File: src/rtl/fei4_rx_arbiter_if.sv
// ============================================================================
// fei4_rx_arbiter_if : register bus, channel FIFO and readout port bundle
// Rev 1.0
// ============================================================================
`default_nettype none

interface fei4_rx_arbiter_if #(
  parameter int CHANNELS = 4
);
  logic [15:0]            BUS_ADD;
  logic [7:0]             BUS_DATA_IN;
  logic [7:0]             BUS_DATA_OUT;
  logic                   BUS_WR;
  logic                   BUS_RD;
  logic [CHANNELS-1:0]    CH_FIFO_EMPTY;
  logic [24*CHANNELS-1:0] CH_FIFO_DATA;
  logic [CHANNELS-1:0]    CH_FIFO_READ;
  logic                   FIFO_READ;
  logic                   FIFO_EMPTY;
  logic [31:0]            FIFO_DATA;

  modport master (
    output BUS_ADD, BUS_DATA_IN, BUS_WR, BUS_RD, CH_FIFO_EMPTY, CH_FIFO_DATA, FIFO_READ,
    input  BUS_DATA_OUT, CH_FIFO_READ, FIFO_EMPTY, FIFO_DATA
  );

  modport slave (
    input  BUS_ADD, BUS_DATA_IN, BUS_WR, BUS_RD, CH_FIFO_EMPTY, CH_FIFO_DATA, FIFO_READ,
    output BUS_DATA_OUT, CH_FIFO_READ, FIFO_EMPTY, FIFO_DATA
  );
endinterface

`default_nettype wire

File: src/rtl/fei4_rx_arbiter.sv
// ============================================================================
// fei4_rx_arbiter : round-robin merge of per-link FE FIFOs into a tagged stream
// Rev 1.0
// ============================================================================
`default_nettype none

module fei4_rx_arbiter #(
  parameter int CHANNELS = 4
) (
  input  logic                BUS_CLK,
  input  logic                BUS_RST,
  fei4_rx_arbiter_if.slave    bus
);

  localparam logic [CHANNELS-1:0] ONE_HOT0 = CHANNELS'(1);

  logic                rst_int;
  logic                soft_rst_q;

  logic [CHANNELS-1:0] mask_q, mask_d;
  logic [2:0]          ptr_q, ptr_d;
  logic                valid_q, valid_d;
  logic [31:0]         data_q, data_d;
  logic [7:0]          rd_q, rd_d;
  logic [7:0]          cnt_q [CHANNELS];
  logic [7:0]          cnt_d [CHANNELS];

  logic [CHANNELS-1:0] req;
  logic [CHANNELS-1:0] req_rot;
  logic [CHANNELS-1:0] pop;
  logic [3:0]          cand;
  logic [2:0]          gnt;
  logic                gnt_found;
  logic                load;
  logic [23:0]         sel_data;
  logic                unused_ok;

  // Soft reset is a registered strobe, so it acts exactly like BUS_RST one cycle later
  assign rst_int   = BUS_RST | soft_rst_q;
  assign unused_ok = ^{bus.BUS_RD, bus.BUS_DATA_IN};

  always_comb begin
    req       = mask_q & ~bus.CH_FIFO_EMPTY;
    gnt_found = 1'b0;
    gnt       = '0;
    cand      = '0;
    req_rot   = '0;
    for (int i = 0; i < CHANNELS; i++) begin
      cand = {1'b0, ptr_q} + 4'(i);
      if (cand >= 4'(CHANNELS)) cand = cand - 4'(CHANNELS);
      req_rot = req >> cand;
      if (!gnt_found && req_rot[0]) begin
        gnt_found = 1'b1;
        gnt       = cand[2:0];
      end
    end
  end

  assign load     = !rst_int && (!valid_q || bus.FIFO_READ) && gnt_found;
  assign pop      = load ? (ONE_HOT0 << gnt) : '0;
  assign sel_data = 24'(bus.CH_FIFO_DATA >> (24 * gnt));

  always_comb begin
    valid_d = valid_q;
    data_d  = data_q;
    ptr_d   = ptr_q;
    mask_d  = mask_q;
    cnt_d   = cnt_q;
    rd_d    = '0;

    if (load) begin
      valid_d = 1'b1;
      data_d  = {5'b0, gnt, sel_data};
      ptr_d   = (gnt == 3'(CHANNELS - 1)) ? 3'd0 : gnt + 3'd1;
    end else if (bus.FIFO_READ) begin
      valid_d = 1'b0;
    end

    if (bus.BUS_WR && bus.BUS_ADD == 16'd1) mask_d = bus.BUS_DATA_IN[CHANNELS-1:0];

    // Clear is evaluated last so a same-cycle write beats the increment
    for (int n = 0; n < CHANNELS; n++) begin
      if (load && gnt == 3'(n) && cnt_q[n] != 8'hFF) cnt_d[n] = cnt_q[n] + 8'd1;
      if (bus.BUS_WR && bus.BUS_ADD == 16'(3 + n)) cnt_d[n] = '0;
    end

    case (bus.BUS_ADD)
      16'd1:   rd_d = 8'(mask_q);
      16'd2:   rd_d = {6'b0, |(~bus.CH_FIFO_EMPTY), valid_q};
      default: begin
        for (int n = 0; n < CHANNELS; n++) begin
          if (bus.BUS_ADD == 16'(3 + n)) rd_d = cnt_q[n];
        end
      end
    endcase
  end

  always_ff @(posedge BUS_CLK) begin
    if (BUS_RST) soft_rst_q <= 1'b0;
    else         soft_rst_q <= bus.BUS_WR && (bus.BUS_ADD == 16'd0);

    if (rst_int) begin
      valid_q <= 1'b0;
      data_q  <= '0;
      ptr_q   <= '0;
      mask_q  <= '1;
      rd_q    <= '0;
      for (int n = 0; n < CHANNELS; n++) cnt_q[n] <= '0;
    end else begin
      valid_q <= valid_d;
      data_q  <= data_d;
      ptr_q   <= ptr_d;
      mask_q  <= mask_d;
      rd_q    <= rd_d;
      for (int n = 0; n < CHANNELS; n++) cnt_q[n] <= cnt_d[n];
    end
  end

  assign bus.BUS_DATA_OUT = rd_q;
  assign bus.CH_FIFO_READ = pop;
  assign bus.FIFO_EMPTY   = ~valid_q;
  assign bus.FIFO_DATA    = data_q;

endmodule

`default_nettype wire

File: src/flat_wrapper.sv
// flat-port wrapper written by rule: the top's interface ports become plain ports
module fei4_rx_arbiter_flat 
#(
  parameter int CHANNELS = 4
)
  (BUS_CLK, BUS_RST, bus_BUS_ADD, bus_BUS_DATA_IN, bus_BUS_WR, bus_BUS_RD, bus_CH_FIFO_EMPTY, bus_CH_FIFO_DATA, bus_FIFO_READ, bus_BUS_DATA_OUT, bus_CH_FIFO_READ, bus_FIFO_EMPTY, bus_FIFO_DATA);
  fei4_rx_arbiter_if #(.CHANNELS(CHANNELS)) bus_i ();
  input  logic BUS_CLK;
  input  logic BUS_RST;
  input wire logic [$bits(bus_i.BUS_ADD)-1:0] bus_BUS_ADD;
  input wire logic [$bits(bus_i.BUS_DATA_IN)-1:0] bus_BUS_DATA_IN;
  input wire logic [$bits(bus_i.BUS_WR)-1:0] bus_BUS_WR;
  input wire logic [$bits(bus_i.BUS_RD)-1:0] bus_BUS_RD;
  input wire logic [$bits(bus_i.CH_FIFO_EMPTY)-1:0] bus_CH_FIFO_EMPTY;
  input wire logic [$bits(bus_i.CH_FIFO_DATA)-1:0] bus_CH_FIFO_DATA;
  input wire logic [$bits(bus_i.FIFO_READ)-1:0] bus_FIFO_READ;
  output wire logic [$bits(bus_i.BUS_DATA_OUT)-1:0] bus_BUS_DATA_OUT;
  output wire logic [$bits(bus_i.CH_FIFO_READ)-1:0] bus_CH_FIFO_READ;
  output wire logic [$bits(bus_i.FIFO_EMPTY)-1:0] bus_FIFO_EMPTY;
  output wire logic [$bits(bus_i.FIFO_DATA)-1:0] bus_FIFO_DATA;
  assign bus_i.BUS_ADD = bus_BUS_ADD;
  assign bus_i.BUS_DATA_IN = bus_BUS_DATA_IN;
  assign bus_i.BUS_WR = bus_BUS_WR;
  assign bus_i.BUS_RD = bus_BUS_RD;
  assign bus_i.CH_FIFO_EMPTY = bus_CH_FIFO_EMPTY;
  assign bus_i.CH_FIFO_DATA = bus_CH_FIFO_DATA;
  assign bus_i.FIFO_READ = bus_FIFO_READ;
  assign bus_BUS_DATA_OUT = bus_i.BUS_DATA_OUT;
  assign bus_CH_FIFO_READ = bus_i.CH_FIFO_READ;
  assign bus_FIFO_EMPTY = bus_i.FIFO_EMPTY;
  assign bus_FIFO_DATA = bus_i.FIFO_DATA;
  fei4_rx_arbiter #(.CHANNELS(CHANNELS)) u_core (.BUS_CLK(BUS_CLK), .BUS_RST(BUS_RST), .bus(bus_i));
endmodule
File: config.mk
export PLATFORM = sky130hd
export DESIGN_NAME = fei4_rx_arbiter_flat
export DESIGN_NICKNAME = d
export VERILOG_FILES = /design/src/rtl/fei4_rx_arbiter_if.sv /design/src/rtl/fei4_rx_arbiter.sv /design/src/flat_wrapper.sv
export SDC_FILE = /design/constraint.sdc
export NUM_CORES = 1
export LEC_CHECK = 0
export BUFFER_PORTS_ARGS = -buffer_cell sky130_fd_sc_hd__buf_2
export CAP_MARGIN = 15
export CORE_UTILIZATION = 25
export DETAILED_ROUTE_END_ITERATION = 7
export PLACE_DENSITY_LB_ADDON = 0.08
export SLEW_MARGIN = 10
export SYNTH_ARGS = -nofsm -noshare
export SYNTH_HDL_FRONTEND = slang
export SYNTH_SLANG_ARGS = --single-unit
File: constraint.sdc
create_clock -name BUS_CLK -period 7.35 [get_ports BUS_CLK]
set_input_delay 1.47 -clock BUS_CLK [delete_from_list [all_inputs] [get_ports BUS_CLK]]
set_output_delay 1.47 -clock BUS_CLK [all_outputs]
set_load 0.02 [all_outputs]
==> out/metrics.cfg, run 1 <==
[status]
status=finished clean

[die]
die_y_microns=133
rows=47
die_w_microns=133
start_util_pct=25.7
dieArea_sq_mm=0.0177
coreArea_sq_mm=0.0166
io_pins=174

[power]
p_total_mw=1.88
p_leak_nw=2.40
ir_worst_vdd_mv=0.175
power_density_mw_per_mm2=340

[yosys]
synthMuxAreaShare_pct=13.4
async_flop_share_pct=0
yosysTopAreaCell=dfxtp_1
synth.avg_cell_area_sq_um=8.94
synthAdderAreaFrac_pct=2.92
synthTopCellsByArea=dfxtp_1 (36%), mux2i_1 (13%), o221ai_1 (5.1%)
syn-cell-area_sq_mm=0.00428
synth.most_common_cell=dfxtp_1
synth.distinct_cells=48
synth-simple-area-share_pct=23.2
synth-compound-area-share_pct=13.9
synth_top_family_by_area=simple AND/OR/NAND/NOR gates
yosys_warnings=0
ys_ff_latch=76
synth_xor_area_share_pct=5.73
ys_seq_area_share_pct=35.5
synth_enable_flop_cells=0
syn_inst=479
ys.flop_type=dfxtp_1
synth_top_area_share_pct=35.5
synth_common_cells=dfxtp_1 (76), mux2i_1 (56), nand2_1 (52), nor2_1 (44)

[placed_design]
hpwlAfterDp_mm=9.61
io_buffers=163
dp_cells=839
gp_congestion=0.800

[finish]
layout.cells.non_filler=855
final_core_util_pct=33.2
diodes=0
fin_nets=769
nFillCells=1739
area_growth_syn_to_layout_pct=29.1
layout-drive-gt1-share_pct=30.4

[hold_path]
whs_endpoint=u_core.bus.FIFO_DATA[24]
holdCritPathClass=reg -> reg
min_delay_path_depth=2
worstHoldStart=u_core.bus.FIFO_DATA[24]

[setup_path]
r2r-start=u_core.ptr_q[0]
end_kind=output port
r2r_cells=8
r2r_slack_ns=3.41
worst_path_largest_cell_delay_ns=0.59
cp_max_fo=25
r2r-end=u_core.bus.FIFO_DATA[6]
cpMaxStageDelayCell=a31oi_4
cp.arrival_ns=3.71
cp.required_ns=5.88
crit_path_cell_trace=buf_2 > or3b_1 > a32oi_2 > a22oi_1 > a31oi_4 > buf_4 > and2_1 > buf_2
critPathTopFamily=compound AO/OA/AOI/OAI gates
start_kind=input port
crit_type=in -> out
crit_top_cell=buf_2
critPathBufInv=3

[clock_network]
clock-sinks=76
cts.root.buffer_cell=clkbuf_16
cts.path.max_buffers=2
htree_num_levels=3
post_cts_buffers=0
clkTransAtPathRegs_ns=0.06
hold_buffers=0
cts_made_buffers=9
cts_tree=yes
clk_latency_ns=0.35
cts_repair_resize_count=0

[route]
drcViolationCount=0
drtIter0Drc=149
ant_nets=0
via_per_inst=4.74
firstDrtPassIters=4
finalWirelength_mm=12.6
routedWlPerCell_microns=14.7
vias=4051

[sta]
worst_slew_pin_slew_ns=1.00
fin_tns_setup_ns=0
hold_viol_final=0
rsz0062_at_grt=no
slew_headroom_pct=33.1
period_needed_ns=5.18
post-route-period-util_pct=70.5
fmax_mhz=193
clock_skew_ns=0.00704
setup_violations=0
whs_ns=0.440
drv_slew=0

[global_route]
grt_pass1_vias=3951
overflow=0
grt_max_degree=50
grt.total_usage_pct=14.5
antenna_found_initial=0
grt_first_pass_wirelength_mm=20.1

[job]
maxCapViolCount=0

-- cells in the final DEF, fill, tap and decap left out, types with 3 or more instances in the layout --
master | synthesis | final
buf_2 | 8 | 163
dfxtp_1 | 76 | 76
mux2i_1 | 56 | 56
nand2_1 | 52 | 52
nor2_1 | 44 | 44
o221ai_1 | 25 | 25
nand4_1 | 25 | 25
xor2_1 | 24 | 24
and3_1 | 23 | 23
nand3_1 | 11 | 11
and2_1 | 10 | 10
inv_1 | 10 | 10
a22oi_1 | 10 | 10
ha_1 | 10 | 10
clkbuf_16 | 0 | 9
a21oi_1 | 7 | 7
o21ai_0 | 6 | 6
nand2b_1 | 5 | 5
nand3b_1 | 5 | 5
nor2b_1 | 5 | 5
conb_1 | 1 | 5
a32oi_1 | 4 | 4
a31oi_1 | 4 | 4
xnor2_1 | 4 | 4
nor4_1 | 3 | 3
a22o_1 | 3 | 3
clkinvlp_4 | 0 | 3
buf_4 | 9 | 3
-- worst min-delay path, delay by kind of cell (launching register included) --
kind          cells  cell delay [ns]
flops             1             0.31
simple gates      2             0.09
-- state kept, by name (all words and copies together) (netlist names) --
| register | count |
|---|---|
| u_core.soft_rst_q | 1 |
| u_core.mask_q | 4 |
| u_core.cnt_q | 32 |
| u_core.valid_q | 1 |
| u_core.bus.FIFO_DATA | 27 |
| u_core.bus.BUS_DATA_OUT | 8 |
| u_core.ptr_q | 3 |
-- layer usage --
layer	track usage (%)	up-vias	share of wire (%)
li1	-	2043	-
met1	16.7	1903	43
met2	25.8	92	51
met3	3.37	13	4.8
met4	5.36	0	1.5
met5	0	-	0
-- logic make-up (layout without fill, tap and decap cells) --
group                      Yosys count  in the layout
AOI/OAI and AO/OA                   73             73
xor gates and xnor gates            28             28
adders and majority gates           10             10
buffers and inverters               40            192
DFF                                 76             76
muxes                               57             57
other                                1              5
and+or+nand+nor                    194            194
-- worst max-delay path by stage --
stage | startpoint | endpoint | cells after the start
2_1_floorplan | bus_CH_FIFO_EMPTY[2] | bus_CH_FIFO_READ[3] | 9
3_3_place_gp | bus_CH_FIFO_EMPTY[2] | bus_CH_FIFO_READ[2] | 8
3_5_place_dp | bus_CH_FIFO_EMPTY[2] | bus_CH_FIFO_READ[2] | 8
4_1_cts | u_core.ptr_q[0] | bus_CH_FIFO_READ[2] | 9
5_1_grt | u_core.ptr_q[0] | bus_CH_FIFO_READ[2] | 9
6_report | bus_CH_FIFO_EMPTY[2] | bus_CH_FIFO_READ[2] | 8
-- where the power goes --
part | internal (mW) | switching, mW
logic | 0.350 | 0.540
clock network | 0.265 | 0.188
registers | 0.489 | 0.0510
-- area by class of cell --
type	instances	area [sq um]	area share, %
multi-input cells	367	2560	46.2
flip-flops and latches	76	1520	27.5
repair buffers	166	838	15.2
well taps	220	275	4.98
clock buffers	9	225	4.07
clock inverters	7	75.1	1.36
inverters	10	37.5	0.679
-- through the flow --
step                      area [sq um]  worst slack (ns)
after floorplan                   4300              2.42
after detailed placement          5230              2.14
final                             5530              2.17
after CTS                         5530              2.11
after global placement            5230              2.15
after global routing              5530              1.87
(Power assumes the default switching activity.)
==> run 2, diff against run 1 <==
==> constraint.sdc (replaced) <==
create_clock -name BUS_CLK -period 4.8 [get_ports BUS_CLK]
set_input_delay 0.96 -clock BUS_CLK [delete_from_list [all_inputs] [get_ports BUS_CLK]]
set_output_delay 0.96 -clock BUS_CLK [all_outputs]
set_load 0.02 [all_outputs]
==> run 2 against run 1 <==
  * Sequential share of layout area fell by 0.19 points
  * Via count rose by 0.27%
  * Combinational power rose by 54%
  * Cell count rose by 0.47%
  * Non-clock buffer count rose by 4
  * Sequential cell count did not move
  * Worst setup slack got worse by 1.8 ns
  * Routed wire length rose by 1.8%
  * Hold slack improved by 0.00094 ns
  * Critical endpoint unchanged
==> out/metrics.cfg, run 2 (synthesis gave the netlist of run 1 again) <==
[global_route]
overflow=0  ; unchanged
antenna_found_initial=0  ; unchanged
grt_pass1_vias=4005  ; was 3951
grt_first_pass_wirelength_mm=20.6  ; was 20.1 mm
grt_max_degree=50  ; unchanged
grt.total_usage_pct=14.7  ; was 14.5%

[sta]
hold_viol_final=0  ; unchanged
setup_violations=0  ; unchanged
clock_skew_ns=0.00587  ; was 0.00704 ns
period_needed_ns=4.40
worst_slew_pin_slew_ns=1.04  ; was 1.00 ns
slew_headroom_pct=30.4  ; was 33.1%
fmax_mhz=227
post-route-period-util_pct=91.6
drv_slew=0  ; unchanged
rsz0062_at_grt=no  ; unchanged
fin_tns_setup_ns=0  ; unchanged
whs_ns=0.441  ; was 0.440 ns

[finish]
fin_area_sq_mm=0.00557  ; was 0.00553 sq mm
largest_reg_flops=32  ; unchanged
final_common_cell=buf_2  ; unchanged
layout_common_cells=buf_2 (163), dfxtp_1 (76), mux2i_1 (56)  ; unchanged
diodes=0  ; unchanged
fin_nets=773  ; was 769
top_register=u_core.cnt_q  ; unchanged
area_growth_syn_to_layout_pct=30.0  ; was 29.1%
layout-drive-gt1-share_pct=30.8  ; was 30.4%

[clock_network]
clk_latency_ns=0.34  ; was 0.35 ns
htree_num_levels=3  ; unchanged
hold_buffers=0  ; unchanged
clock-sinks=76  ; unchanged
clkTransAtPathRegs_ns=0.06  ; about the same
post_cts_buffers=0  ; unchanged
cts_repair_resize_count=0  ; unchanged
cts.path.max_buffers=2  ; unchanged
cts_tree=yes  ; unchanged
cts_made_buffers=9  ; unchanged
cts.root.buffer_cell=clkbuf_16  ; unchanged

[power]
p_total_mw=2.91  ; was 1.88 mW
p_leak_nw=2.43  ; was 2.40 nW
power_density_mw_per_mm2=522  ; was 340 mW/mm^2
ir_worst_vdd_mv=0.301  ; was 0.175 mV

[die]
start_util_pct=25.7  ; unchanged
die_y_microns=133  ; unchanged
io_pins=174  ; unchanged
die_w_microns=133  ; unchanged
dieArea_sq_mm=0.0177  ; unchanged
coreArea_sq_mm=0.0166  ; unchanged
rows=47  ; unchanged

[placed_design]
io_buffers=163  ; unchanged
hpwlAfterDp_mm=9.66  ; was 9.61 mm
gp_congestion=0.815  ; was 0.800
place_area_sq_mm=0.00526  ; was 0.00523 sq mm

[setup_path]
end_kind=output port  ; unchanged
start_kind=register  ; was input port
cp.arrival_ns=3.44  ; was 3.71 ns
cp.required_ns=3.84  ; was 5.88 ns
crit_type=reg -> out  ; was in -> out
cp_max_fo=17  ; was 25

[route]
drtIter0Drc=211  ; was 149
finalWirelength_mm=12.8  ; was 12.6 mm
routedWlPerCell_microns=14.9  ; was 14.7 microns
drcViolationCount=0  ; unchanged
ant_nets=0  ; unchanged
via_per_inst=4.73  ; was 4.74
firstDrtPassIters=4  ; unchanged
vias=4062  ; was 4051

[hold_path]
holdCritPathClass=reg -> reg  ; unchanged

[status]
status=finished clean  ; unchanged

[job]
maxCapViolCount=0  ; unchanged

[run 2: per-layer routing]
layer  part of all wire [%]  global-route usage [%]  vias up  routed length, microns
li1                       -                       -     2055                       -
met1                     44                    17.4     1904                    5640
met2                     50                    26.1       89                    6450
met3                    4.2                    3.18       14                     536
met4                    1.4                    4.66        0                     183
met5                      0                       0        -                       0
[run 2: final timing paths]
path	startpoint	endpoint	slack, ns	cells past startpoint
worst max-delay path	u_core.ptr_q[0]	bus_CH_FIFO_READ[2]	0.40	10
worst min register to register	u_core.bus.FIFO_DATA[24]	u_core.bus.FIFO_DATA[24]	0.44	2
worst max register to register	u_core.ptr_q[0]	u_core.bus.FIFO_DATA[23]	0.89	9
worst min-delay path	u_core.bus.FIFO_DATA[24]	u_core.bus.FIFO_DATA[24]	0.44	2
[run 2: worst max-delay path, stage by stage, from the launching register on]
cell      delay (ns)
dfxtp_1         0.67
inv_1           0.15
ha_1            0.42
or3b_1          0.40
a32oi_2         0.26
nand2_1         0.08
nand4b_4        0.18
a21oi_4         0.20
ha_1            0.37
and2_1          0.19
buf_2           0.17
[run 2: final cells by class]
type | instances | area, sq um
clock inverters | 5 | 60.1
fillers | 1745 | 11100
clock buffers | 11 | 253
multi-input cells | 367 | 2550
well taps | 220 | 275
repair buffers | 170 | 868
inverters | 10 | 37.5
flip-flops and latches | 76 | 1520
[run 2: metrics by stage]
step,std cells,util (%),setup slack (ns)
3_3_place_gp,843,31.6,0.739
5_1_grt,859,33.5,0.124
2_1_floorplan,483,-,0.846
6_report,859,33.5,0.403
3_5_place_dp,843,31.6,0.748
4_1_cts,859,33.5,0.380
[run 2: power breakdown]
part,switching (mW),internal (mW),leakage (nW)
combinational,0.830,0.544,1.66
clock,0.276,0.432,0.152
sequential,0.0783,0.748,0.620
==> run 3, diff against run 2 <==
--- a/config.mk
+++ b/config.mk
@@ -7,7 +7,7 @@
 export LEC_CHECK = 0
 export BUFFER_PORTS_ARGS = -buffer_cell sky130_fd_sc_hd__buf_2
 export CAP_MARGIN = 15
-export CORE_UTILIZATION = 25
+export CORE_UTILIZATION = 28
 export DETAILED_ROUTE_END_ITERATION = 7
 export PLACE_DENSITY_LB_ADDON = 0.08
 export SLEW_MARGIN = 10
==> run 3 against run 2 <==
  * The run now ends with design-rule violations left
  * Critical path depth unchanged
  * Final area rose by 0.40%
  * Count of clock-buffer cells in the layout decreased by 2
  * Critical path type unchanged
  * Largest cell class unchanged
  * Largest power group unchanged
==> out/metrics.cfg, run 3 (synthesis gave the netlist of run 1 again) <==
[hold_path]
worstHoldStart=u_core.bus.FIFO_DATA[24]  ; unchanged
holdCritPathClass=reg -> reg  ; unchanged

[sta]
hold_viol_final=0  ; unchanged
fin_tns_setup_ns=0  ; unchanged
fmax_mhz=223  ; was 227 MHz
slew_headroom_pct=30.2  ; was 30.4%
drv_slew=0  ; unchanged
period_needed_ns=4.48  ; was 4.40 ns
rsz0062_at_grt=no  ; unchanged
whs_ns=0.444  ; was 0.441 ns
setup_violations=0  ; unchanged
clock_skew_ns=0.0121  ; was 0.00587 ns
worst_slew_pin_slew_ns=1.05  ; was 1.04 ns
post-route-period-util_pct=93.4  ; was 91.6%

[global_route]
grt_max_degree=50  ; unchanged
grt_pass1_vias=3974  ; was 4005
antenna_found_initial=0  ; unchanged
overflow=0  ; unchanged
grt_first_pass_wirelength_mm=20.3  ; was 20.6 mm
grt.total_usage_pct=16.5  ; was 14.7%

[finish]
largest_reg_flops=32  ; unchanged
final_common_cell=buf_2  ; unchanged
fin_area_sq_mm=0.00559  ; was 0.00557 sq mm
top_register=u_core.cnt_q  ; unchanged
diodes=0  ; unchanged
layout-drive-gt1-share_pct=30.7  ; was 30.8%
fin_nets=772  ; was 773
layout_common_cells=buf_2 (163), dfxtp_1 (76), mux2i_1 (56)  ; unchanged
area_growth_syn_to_layout_pct=30.5  ; was 30.0%
nFillCells=1494  ; was 1745
layout.cells.non_filler=822  ; was 859

[die]
start_util_pct=29.0  ; was 25.7%
dieArea_sq_mm=0.0158  ; was 0.0177 sq mm
io_pins=174  ; unchanged
coreArea_sq_mm=0.0148  ; was 0.0166 sq mm
die_w_microns=126  ; was 133 microns
rows=44  ; was 47
die_y_microns=126  ; was 133 microns

[clock_network]
cts_repair_resize_count=0  ; unchanged
htree_num_levels=3  ; unchanged
cts.root.buffer_cell=clkbuf_16  ; unchanged
hold_buffers=0  ; unchanged
clk_latency_ns=0.35  ; was 0.34 ns
cts_made_buffers=9  ; unchanged
cts_tree=yes  ; unchanged
post_cts_buffers=0  ; unchanged
clock-sinks=76  ; unchanged
cts.path.max_buffers=2  ; unchanged
clkTransAtPathRegs_ns=0.06  ; about the same

[route]
ant_nets=0  ; unchanged
routedWlPerCell_microns=15.6  ; was 14.9 microns
drcViolationCount=15  ; was 0
via_per_inst=4.98  ; was 4.73
firstDrtPassIters=8  ; was 4
drtIter0Drc=202  ; was 211
vias=4093  ; was 4062
finalWirelength_mm=12.8  ; about the same

[power]
power_density_mw_per_mm2=553  ; was 522 mW/mm^2
swShare_pct=38.4  ; was 40.7%
p_leak_nw=2.46  ; was 2.43 nW
p_int_mw=1.90  ; was 1.72 mW
ir_worst_vdd_mv=0.277  ; was 0.301 mV
p_clk_share_pct=28.6  ; was 24.3%
p_total_mw=3.09  ; was 2.91 mW
netSwitchingPower_mw=1.19  ; was 1.18 mW
seqPwrFrac_pct=26.8  ; was 28.4%
combPwrFrac_pct=44.5  ; was 47.3%

[setup_path]
cp.required_ns=3.84  ; about the same
crit_path_cell_trace=inv_1 > ha_1 > or3b_1 > a32oi_2 > nand2_1 > nand4b_4 > a21oi_4 > ha_1 > and2_1 > buf_2  ; unchanged
cpMaxStageDelayCell=dfxtp_1  ; unchanged
start_kind=register  ; unchanged
cp.arrival_ns=3.52  ; was 3.44 ns
critPathTopFamily=simple AND/OR/NAND/NOR gates  ; unchanged
end_kind=output port  ; unchanged
crit_type=reg -> out  ; unchanged
r2r-start=u_core.ptr_q[0]  ; unchanged
critPathBufInv=2  ; unchanged
cp_max_fo=17  ; unchanged
crit_start=u_core.ptr_q[0]  ; unchanged
worst_path_largest_cell_delay_ns=0.69  ; was 0.67 ns
crit_top_cell=ha_1  ; unchanged

[placed_design]
hpwlAfterDp_mm=9.50  ; was 9.66 mm
dp_cells=806  ; was 843
gp_congestion=0.799  ; was 0.815
place_area_sq_mm=0.00520  ; was 0.00526 sq mm
io_buffers=163  ; unchanged

[status]
status=complete, but fails checks  ; was finished clean
violations=design-rule violations

[job]
maxCapViolCount=0  ; unchanged

run 3: final cells by class:
class,instances,area [sq um],share of cell area [%]
Sequential cell,76,1520,27.2
Multi-Input combinational cell,367,2550,45.7
Clock inverter,7,163,2.91
Tap cell,184,230,4.12
Inverter,10,37.5,0.671
Timing Repair Buffer,169,861,15.4
Clock buffer,9,225,4.03
run 3: tightest hold or removal path, stage by stage (launching register included):
cell and delay [ns]:
dfxtp_1 0.30, nand2_1 0.05, nand2_1 0.04
run 3: power by group through the flow:
stage	logic [mW]	registers (mW)	clock network [mW]
after detailed placement	1.40	0.844	0
after global routing	1.50	0.844	0.939
after floorplan	0.975	0.929	0
after CTS	1.40	0.829	0.917
final	1.38	0.829	0.885
after global placement	1.38	0.838	0
run 3: worst paths after layout:
check,to,slack (ns),cells past startpoint
hold / removal,u_core.bus.FIFO_DATA[24],0.44,2
setup / recovery,bus_CH_FIFO_READ[2],0.32,10
setup reg to reg,u_core.bus.FIFO_DATA[9],0.86,9
hold reg to reg,u_core.bus.FIFO_DATA[24],0.44,2
run 3: metrics by stage:
| stage | worst slack [ns] | util [%] |
|---|---|---|
| 2_1_floorplan | 0.846 | - |
| 3_3_place_gp | 0.744 | 35.3 |
| 3_5_place_dp | 0.721 | 35.3 |
| 4_1_cts | 0.338 | 37.9 |
| 5_1_grt | 0.131 | 37.9 |
| 6_report | 0.316 | 37.9 |
run 3: metal layers:
layer  share of wire (%)  vias up  global-route usage [%]
met5                   0        -                       0
met4                 1.4        0                    6.89
met3                 4.4       12                    3.78
met2                  50      109                    28.7
met1                  44     1919                    19.4
li1                    -     2053                       -
